[src/rtl/switch_allocator_if.sv]
// Allocator-facing router bus: head-flit requests and downstream credits in,
// per-input crossbar grants and per-output lock status out.
interface switch_allocator_if #(
  parameter int IN_PORTS      = 5,
  parameter int OUT_PORTS     = 5,
  parameter int OUT_PORT_BITS = 3
);
  logic [IN_PORTS-1:0]               requests;
  logic [IN_PORTS*OUT_PORT_BITS-1:0] req_ports;
  logic [IN_PORTS-1:0]               tail;
  logic [OUT_PORTS-1:0]              out_ready;
  logic [IN_PORTS-1:0]               grants;
  logic [OUT_PORTS-1:0]              out_locked;

  modport master (output requests, req_ports, tail, out_ready, input grants, out_locked);
  modport slave  (input requests, req_ports, tail, out_ready, output grants, out_locked);
endinterface

[src/rtl/switch_allocator.sv]
// Wormhole switch allocator: one round-robin arbiter per output port, each holding
// its output for a single input from head flit to tail flit.
module switch_allocator_out #(
  parameter int IN_PORTS     = 5,
  parameter int IN_PORT_BITS = 3
) (
  input  logic                    clk,
  input  logic                    reset,
  input  logic [IN_PORTS-1:0]     req,
  input  logic [IN_PORTS-1:0]     busy,
  input  logic [IN_PORTS-1:0]     tail,
  input  logic                    ready,
  output logic [IN_PORTS-1:0]     gnt,
  output logic                    locked,
  output logic [IN_PORT_BITS-1:0] owner
);
  localparam logic [IN_PORT_BITS-1:0] LAST = IN_PORT_BITS'(IN_PORTS-1);

  logic [IN_PORT_BITS-1:0] rr_ptr, win, cand;
  logic                    found;

  // Locked: only the owner may go, and only if it still names this output.
  // Unlocked: first non-busy requester scanning cyclically from rr_ptr.
  always_comb begin
    win   = owner;
    found = 1'b0;
    cand  = rr_ptr;
    if (locked) begin
      found = req[owner];
    end else begin
      for (int k = 0; k < IN_PORTS; k++) begin
        if (!found && req[cand] && !busy[cand]) begin
          win   = cand;
          found = 1'b1;
        end
        cand = (cand == LAST) ? '0 : cand + 1'b1;
      end
    end
  end

  always_comb begin
    gnt = '0;
    if (found && ready && !reset) gnt[win] = 1'b1;
  end

  // Pointer moves only on tail so a packet never rotates priority mid-flight.
  always_ff @(posedge clk or posedge reset) begin
    if (reset) begin
      locked <= 1'b0;
      owner  <= '0;
      rr_ptr <= '0;
    end else if (|gnt) begin
      if (tail[win]) begin
        locked <= 1'b0;
        rr_ptr <= (win == LAST) ? '0 : win + 1'b1;
      end else begin
        locked <= 1'b1;
        owner  <= win;
      end
    end
  end
endmodule

module switch_allocator #(
  parameter int IN_PORTS      = 5,
  parameter int OUT_PORTS     = 5,
  parameter int OUT_PORT_BITS = 3,
  parameter int IN_PORT_BITS  = 3
) (
  input  logic              clk,
  input  logic              reset,
  switch_allocator_if.slave bus
);
  logic [OUT_PORTS-1:0][IN_PORTS-1:0]     req_mask, gnt_mask;
  logic [OUT_PORTS-1:0][IN_PORT_BITS-1:0] owner;
  logic [OUT_PORTS-1:0]                   locked;
  logic [IN_PORTS-1:0]                    busy, grants;

  // Out-of-range port indices match no output, so invalid requests drop out here.
  always_comb begin
    req_mask = '0;
    for (int o = 0; o < OUT_PORTS; o++)
      for (int i = 0; i < IN_PORTS; i++)
        req_mask[o][i] = bus.requests[i] &&
          (bus.req_ports[i*OUT_PORT_BITS +: OUT_PORT_BITS] == OUT_PORT_BITS'(o));
  end

  always_comb begin
    busy = '0;
    for (int o = 0; o < OUT_PORTS; o++)
      if (locked[o]) busy[owner[o]] = 1'b1;
  end

  for (genvar o = 0; o < OUT_PORTS; o++) begin : g_out
    switch_allocator_out #(
      .IN_PORTS    (IN_PORTS),
      .IN_PORT_BITS(IN_PORT_BITS)
    ) u_out (
      .clk   (clk),
      .reset (reset),
      .req   (req_mask[o]),
      .busy  (busy),
      .tail  (bus.tail),
      .ready (bus.out_ready[o]),
      .gnt   (gnt_mask[o]),
      .locked(locked[o]),
      .owner (owner[o])
    );
  end

  always_comb begin
    grants = '0;
    for (int o = 0; o < OUT_PORTS; o++) grants = grants | gnt_mask[o];
  end

  assign bus.grants     = grants;
  assign bus.out_locked = locked;
endmodule

[src/flat_wrapper.sv]
// flat-port wrapper written by rule: the top's interface ports become plain ports
module switch_allocator_flat 
#(
  parameter int IN_PORTS      = 5,
  parameter int OUT_PORTS     = 5,
  parameter int OUT_PORT_BITS = 3,
  parameter int IN_PORT_BITS  = 3
)
  (clk, reset, bus_requests, bus_req_ports, bus_tail, bus_out_ready, bus_grants, bus_out_locked);
  switch_allocator_if #(.IN_PORTS(IN_PORTS), .OUT_PORTS(OUT_PORTS), .OUT_PORT_BITS(OUT_PORT_BITS)) bus_i ();
  input  logic clk;
  input  logic reset;
  input wire logic [$bits(bus_i.requests)-1:0] bus_requests;
  input wire logic [$bits(bus_i.req_ports)-1:0] bus_req_ports;
  input wire logic [$bits(bus_i.tail)-1:0] bus_tail;
  input wire logic [$bits(bus_i.out_ready)-1:0] bus_out_ready;
  output wire logic [$bits(bus_i.grants)-1:0] bus_grants;
  output wire logic [$bits(bus_i.out_locked)-1:0] bus_out_locked;
  assign bus_i.requests = bus_requests;
  assign bus_i.req_ports = bus_req_ports;
  assign bus_i.tail = bus_tail;
  assign bus_i.out_ready = bus_out_ready;
  assign bus_grants = bus_i.grants;
  assign bus_out_locked = bus_i.out_locked;
  switch_allocator #(.IN_PORTS(IN_PORTS), .OUT_PORTS(OUT_PORTS), .OUT_PORT_BITS(OUT_PORT_BITS), .IN_PORT_BITS(IN_PORT_BITS)) u_core (.clk(clk), .reset(reset), .bus(bus_i));
endmodule
[config.mk]
export PLATFORM = sky130hd
export DESIGN_NAME = switch_allocator_flat
export DESIGN_NICKNAME = d
export VERILOG_FILES = /design/src/rtl/switch_allocator_if.sv /design/src/rtl/switch_allocator.sv /design/src/flat_wrapper.sv
export SDC_FILE = /design/constraint.sdc
export NUM_CORES = 1
export LEC_CHECK = 0
export ABC_AREA = 0
export CAP_MARGIN = 0
export CORE_MARGIN = 2
export CORE_UTILIZATION = 55
export DETAILED_ROUTE_END_ITERATION = 8
export GPL_TIMING_DRIVEN = 0
export PLACE_DENSITY = 0.79
export RECOVER_POWER = 50
export SYNTH_ARGS = -nofsm -noshare
export SYNTH_HDL_FRONTEND = slang
export SYNTH_HIERARCHICAL = 1
export SYNTH_SLANG_ARGS = --single-unit
[constraint.sdc]
create_clock -name clk -period 7.2 [get_ports clk]
set_clock_uncertainty 0.1 [all_clocks]
set_input_delay 0.72 -clock clk [delete_from_list [all_inputs] [get_ports clk]]
set_output_delay 0.72 -clock clk [all_outputs]
set_load 0.02 [all_outputs]
# After elaboration in Yosys (flattened, before gate mapping)
# Index checks and enable logic that the tools add are counted.
[totals]
regBits = 35
latchBits = 0
mem_bits_rw = 0
romBits = 0
in_bits = 32
out_inout_bits = 10
elab_cells = 559
n_memories = 0
[op_classes]
n_addsub = 25
multipliers = 0
div = 0
order_cmp = 45
eq_ne = 45
n_shift = 0
mux = 260
n_bitwise = 13
reduce_logical = 156
[ops]
columns = ["cell", "n"]
rows = [
  ["binary-select mux 1 bit (select 3 bit)", 60],
  ["2-to-1 mux 3 bit", 55],
  ["less-than comparator 3 x 4 -> 1 bit, second input constant", 35],
  ["2-to-1 mux 1 bit", 125],
  ["equality test 3 bit, second input constant", 30],
  ["logical AND 1 bit", 90],
  ["adder 3 x 1 -> 3 bit, second input constant", 25],
  ["2-to-1 mux 5 bit", 10],
  ["logical NOT 1 bit", 46],
  ["OR 5 bit", 8],
  ["demux 1 bit (select 3 bit)", 10],
  ["equality test 3 x 2 -> 1 bit, second input constant", 10],
  [">= comparator 3 x 1 -> 1 bit, second input constant", 10],
  ["OR reduction 5 bit", 5],
  ["AND reduction 2 bit", 10],
  ["equality test 3 x 1 -> 1 bit, second input constant", 5],
  ["logical NOT 3 bit", 5],
  ["NOT 1 bit", 5],
]

# Logic depth before layout (Yosys ltp)
# Gate-level depths: netlist of run 1.
[depth]
depth_word = 48
ltp_mapped = 24
mapped_depth_nobuf = 22

# Modules after synthesis
# Netlist of run 1, hierarchy kept.
[by_module_without_submodules]
columns = ["module", "n_inst", "cells_each", "area_per_inst_um2", "seq_area_each_um2"]
rows = [
  ["switch_allocator_out (u_core.g_out[1].u_out ...)", 3, 208, 1597.8, 175.2],
  ["switch_allocator_out (u_core.g_out[4].u_out)", 1, 226, 1760.4, 175.2],
  ["switch_allocator_out (u_core.g_out[0].u_out)", 1, 202, 1634.1, 175.2],
  ["switch_allocator", 1, 95, 580.6, 0.0],
]

# Worst setup path before layout of run 1
# Ideal clock, no wire load.
[synth_path]
path_type = "reg-to-output"
from = "reg u_core.g_out[4].u_out.rr_ptr[0]"
to = "out bus_grants[4]"
t_arrival_ns = 4.791
required_time_ns = 6.380
setup_slack_ns = 1.589
stages_incl_launch_ff = 25
path_buffers = 3
cell_sequence = "dfrtp_1 > clkbuf_1 > inv_1 > ha_1 > inv_1 > ha_1 > o21ai_1 > a22o_1 > inv_2 > ha_1 > and2_1 > a32oi_1 > a2111oi_1 > a211oi_2 > or2_1 > buf_6 > o31a_1 > o21ai_2 > and2_1 > buf_6 > inv_4 > or4_4 > inv_1 > nor2_1 > nand2_1"
[synth_rtl]
columns = ["item", "line", "source"]
rows = [
  ["start: declaration", "switch_allocator.sv:19", "logic [IN_PORT_BITS-1:0] rr_ptr, win, cand;"],
  ["start signal: assignment", "switch_allocator.sv:55", "rr_ptr <= (win == LAST) ? '0 : win + 1'b1;"],
  ["end: declaration", "flat_wrapper.sv:17", "output wire logic [$bits(bus_i.grants)-1:0] bus_grants;"],
]

==> results of run 1 <==
flip-flops by register name, summed over array words and instances (netlist names):
signal / flops
u_core/g_out.u_out/locked: 5
u_core/g_out.u_out/owner: 15
u_core/g_out.u_out/rr_ptr: 15
per-layer routing:
layer  up-vias  global-route usage (%)  routed length (microns)
met1      4566                    44.2                    11900
li1       4577                       -                        -
met3       105                    3.98                     2490
met2       504                    51.7                    12300
met5         -                       0                        0
met4         0                    13.0                     1190
cells in the final DEF (no fill, tap or decap), drive strengths merged, types with 35 or more instances in the layout:
master         count
nor3              50
clkdlybuf4s50     35
a21oi             54
o21ai             49
nand2b            38
nor2b             38
nor2              75
ha                45
dfrtp             35
nand2            106
inv               80
how the worst max path moves through the flow:
| stage | startpoint | endpoint | cells past startpoint |
|---|---|---|---|
| after CTS | u_core/g_out[4].u_out/rr_ptr[0] | bus_grants[4] | 25 |
| after floorplan | u_core/g_out[4].u_out/rr_ptr[0] | bus_grants[4] | 24 |
| after global placement | u_core/g_out[4].u_out/rr_ptr[0] | bus_grants[4] | 25 |
| final | u_core/g_out[3].u_out/rr_ptr[0] | bus_grants[2] | 24 |
| after global routing | u_core/g_out[1].u_out/rr_ptr[0] | bus_grants[2] | 24 |
| after detailed placement | u_core/g_out[0].u_out/rr_ptr[0] | bus_grants[4] | 21 |
area by class of cell:
type,count,area (sq um)
flip-flops and latches,35,876
multi-input cells,1001,7550
inverters,81,310
plain buffers,29,160
clock inverters,3,20.0
clock buffers,5,125
fillers,1406,5970
well taps,216,270
repair buffers,42,428
stage by stage:
step           utilization (%)  setup WS (ps)  hold slack, ps  cell area (sq um)
3_5_place_dp              60.3            344             578               9470
6_report                  62.0            272             588               9740
2_1_floorplan                -           1590             429               8770
5_1_grt                   62.0          -4.84             625               9740
4_1_cts                   61.2           45.0             591               9620
3_3_place_gp              60.1            364             569               9450
what timing repair did:
| item | in CTS | in global routing |
|---|---|---|
| endpoints found under the setup margin | 2 | 5 |
| buffers inserted | 0 | 0 |
| gates resized for setup | 1 | 30 |
| pin swaps | 0 | 0 |
cell usage after synthesis (all sizes together), types with 31 or more instances:
| master | instances |
|---|---|
| a21oi | 54 |
| a31oi | 32 |
| dfrtp | 35 |
| ha | 45 |
| inv | 80 |
| nand2 | 106 |
| nand2b | 38 |
| nand3 | 31 |
| nor2 | 75 |
| nor2b | 38 |
| nor3 | 50 |
| o21ai | 49 |
cells by family after synthesis:
logic type      share of synthesized area (%)
compound gates                           35.5
xor+xnor                               0.0999
fa+ha+maj                                6.42
buf+inv                                  5.34
flops                                    9.99
mux                                      9.50
simple gates                             33.2
==> results.cfg, run 1 <==
[finish]
stdcell_count = 1412
areaGrowthSynthToFinish_pct = 11.1
drive_above_1_share_pct = 15.1
num-nets-final = 1272
antennaDiodeCount = 0

[logic_synthesis]
synthFlopType = dfrtp_1
synthArstFlopShare_pct = 100
syn_area_sq_mm = 0.00877
synthCells = 1147
synth_top_cell_by_area = dfrtp_1
synth_seq_cells = 35
synthDistinctLibCells = 114
yosysWarnings = 6
synth_edf_count = 0
syn-num-nets = 1224
yosysSeqAreaShare_pct = 9.99
yosysTopAreaCellShare_pct = 9.99
syn_avg_cell_area_sq_um = 7.64
synthTopCellsByArea = dfrtp_1, ha_1, nand2_1

[worst_setup_path]
crit_required_ps = 6380
startpoint_type = flip-flop
worst-setup-path-type = reg -> out
crit_path_max_incr_delay_ps = 610
path_cells = buf_2 > inv_1 > ha_1 > a21oi_2 > inv_1 > ha_1 > o21ai_0 > a22o_2 > inv_1 > ha_1 > nor2b_1 > a21boi_2 > nor3_4 > mux2_4 > a211oi_2 > and2_4 > and4b_1 > o31a_1 > inv_1 > nand2b_1 > nor2_1 > nor3_1 > nand2_1 > clkdlybuf4s50_1
timing.reg2reg.setup_slack_ps = 1220
timing.rr.start = u_core/g_out[0].u_out/rr_ptr[0]
regToRegEndpoint = u_core/g_out[0].u_out/owner[2]
crit_fanout = 10
cp-end-kind = output port
cp_slowest_cell = clkdlybuf4s50_1
r2r_cells = 19
worst-path-buf-inv = 6
cp.arrival_ps = 6110
crit_family = compound AO/OA/AOI/OAI gates
path_common_cell = inv_1

[min_path]
hp-class = reg -> reg
min_from = u_core/g_out[1].u_out/rr_ptr[1]
hold_depth = 1
min_to = u_core/g_out[1].u_out/rr_ptr[1]

[floorplan]
core_region_area_sq_mm = 0.0157
die_h_microns = 130
ios = 42
fp.dieW_microns = 130
die_area_sq_mm = 0.0170
start_util_pct = 55.8
num_rows = 46

[global_routing]
grt_remaining_overflow = 0
grt_max_degree = 21
grt_pass1_wl_microns = 44400
grt_pass1_vias = 8949
grtUsageTotal_pct = 32.3
grt_antenna_before_repair = 0

[routing]
post_drt_wl_per_cell_microns = 19.8
vias = 9752
dr.pass1.iters = 6
drtIter0Drc = 944
post-route-drc-count = 0
drt_wl_total_microns = 27900
vias_per_cell = 6.91
drtAntennaViolNets = 0

[placed_design]
dpl.hpwl_microns = 21200
port_buffers = 41
gp_congestion = 1.02
dp_cells = 1405

[sta]
finalSetupViolCount = 0
worst_slew_pin_slew_ps = 1250
drv_slew = 0
hold_violations = 0
post-route-period-util_pct = 96.2
fmax_ghz = 0.144
relSlewSlack_pct = 16.2
fin_setup_tns_ps = 0
final.min_clock_period_ps = 6930

[clocking]
cts_hold_buf = 0
clk_pin_slew_ps = 60
cts_sinks = 35
cts.path.max_buffers = 2
cts-root-buf = clkbuf_16
cts-buffers-inserted = 5
clock_latency_ps = 290
htreeDepth = 2
cts_tree = done

[status]
outcome = finished clean

[job]
drv_cap = 0
Power of run 1 is not shown: default switching activity piles up to over one toggle a cycle in this logic, so the estimate is an artifact.
==> inputs of run 2 (changes only) <==
CORE_MARGIN = default   (was 2)
==> run 2 against run 1 <==
Against the previous run: core utilization up 1.4 points; critical path depth unchanged; flip-flop and latch count unchanged; critical path type unchanged; largest cell class unchanged.
==> results.cfg, run 2 (synthesis gave the netlist of run 1 again) <==
[worst_setup_path]
crit_required_ps = 6380
crit_path_max_incr_delay_ps = 620
worst-setup-path-type = reg -> out
cp.arrival_ps = 6080
cp_slowest_cell = clkdlybuf4s50_1
path_cells = buf_2 > inv_1 > ha_1 > a21oi_1 > inv_1 > ha_1 > o21ai_0 > a22o_2 > inv_1 > ha_1 > nor2b_1 > a21boi_2 > nor3_4 > mux2_4 > a211oi_2 > and2_4 > and4b_1 > o31a_1 > inv_1 > nand2b_1 > nor2_1 > nor3_1 > nand2_1 > clkdlybuf4s50_1
path_common_cell = inv_1
startpoint_type = flip-flop
crit_fanout = 10
worst-path-buf-inv = 6
cp-end-kind = output port
crit_family = compound AO/OA/AOI/OAI gates

[finish]
final_cell_mix = nand2_1, inv_1, nor2_1
final_common_cell = nand2_1
drive_above_1_share_pct = 15.0
areaGrowthSynthToFinish_pct = 11.2
antennaDiodeCount = 0
fin_area_sq_mm = 0.00975
reg_top3 = u_core/g_out.u_out/owner (15), u_core/g_out.u_out/rr_ptr (15), u_core/g_out.u_out/locked (5)
num-nets-final = 1277
stdcell_count = 1412
fin_util_pct = 63.5

[sta]
post-route-period-util_pct = 95.8
drv_slew = 0
finalSetupViolCount = 0
worst_slew_pin_slew_ps = 1190
relSlewSlack_pct = 20.7
hold_violations = 0
fmax_ghz = 0.145
final.min_clock_period_ps = 6900
fin_ws_ps = 305

[global_routing]
grt_antenna_before_repair = 0
use_met1_pct = 45.3
met3_usage_pct = 5.34
grt_use_met2_pct = 50.9
grt_pass1_wl_microns = 43900
grt_remaining_overflow = 0
grt_max_degree = 21
grt_pass1_vias = 8713
grt.busiest_layer = met2
grtUsageTotal_pct = 32.8

[floorplan]
die_h_microns = 128
num_rows = 45
fp.dieW_microns = 128
start_util_pct = 57.0
core_region_area_sq_mm = 0.0154
ios = 42
die_area_sq_mm = 0.0165

[routing]
drtIter0Drc = 1100
drt_wl_total_microns = 27400
post_drt_wl_per_cell_microns = 19.4
post-route-drc-count = 0
dr.pass1.iters = 5
drtAntennaViolNets = 0
vias = 9717
vias_per_cell = 6.88

[clocking]
cts_tree = done
clk_pin_slew_ps = 60
cts-buffers-inserted = 5
clock_latency_ps = 280
htreeDepth = 2
cts_sinks = 35
cts_hold_buf = 0
cts-root-buf = clkbuf_16
cts.path.max_buffers = 2

[job]
drv_cap = 0

[min_path]
hp-class = reg -> reg

[placed_design]
dp_cells = 1400
gp_congestion = 0.959
dpl.hpwl_microns = 20800
placed_area_sq_mm = 0.00946
place_ws_ps = 334
port_buffers = 41

[status]
outcome = finished clean
## run 2: layout make-up
| class | instances | area, sq um |
|---|---|---|
| Multi-Input combinational cell | 1001 | 7510 |
| Fill cell | 1335 | 5620 |
| Sequential cell | 35 | 876 |
| Timing Repair Buffer | 47 | 465 |
| Inverter | 81 | 310 |
| Tap cell | 211 | 264 |
| Buffer | 29 | 160 |
| Clock buffer | 5 | 125 |
| Clock inverter | 3 | 47.5 |
## run 2: per-stage QoR
step	TNS, ps	hold WS [ps]
finish	0	595
global route	-0.189	623
CTS	0	590
detailed placement	0	579
global placement	0	572
floorplan	0	429
## run 2: final timing paths
| path | from | to | slack, ps | cells past startpoint |
|---|---|---|---|---|
| max | u_core/g_out[2].u_out/rr_ptr[0] | bus_grants[3] | 300 | 24 |
| min | u_core/g_out[2].u_out/rr_ptr[1] | u_core/g_out[2].u_out/rr_ptr[1] | 600 | 1 |
| max reg2reg | u_core/g_out[0].u_out/rr_ptr[0] | u_core/g_out[0].u_out/rr_ptr[1] | 1230 | 19 |
| min reg2reg | u_core/g_out[2].u_out/rr_ptr[1] | u_core/g_out[2].u_out/rr_ptr[1] | 600 | 1 |
| max in group asynchronous | reset | u_core/g_out[2].u_out/owner[2] | 5790 | 2 |
| min in group asynchronous | reset | u_core/g_out[0].u_out/owner[0] | 920 | 2 |
## run 2: repair_timing
item,in CTS,in global routing
setup endpoints to repair,0,5
endpoints found under the hold margin,0,0
resized for setup,0,23
setup buffers,0,5
## run 2: metal layers
metal / wire (microns) / up-vias
met3: 2650 / 74
met2: 12000 / 499
met4: 959 / 0
li1: - / 4582
met5: 0 / -
met1: 11800 / 4562
Power of run 2 is left out for the same reason.
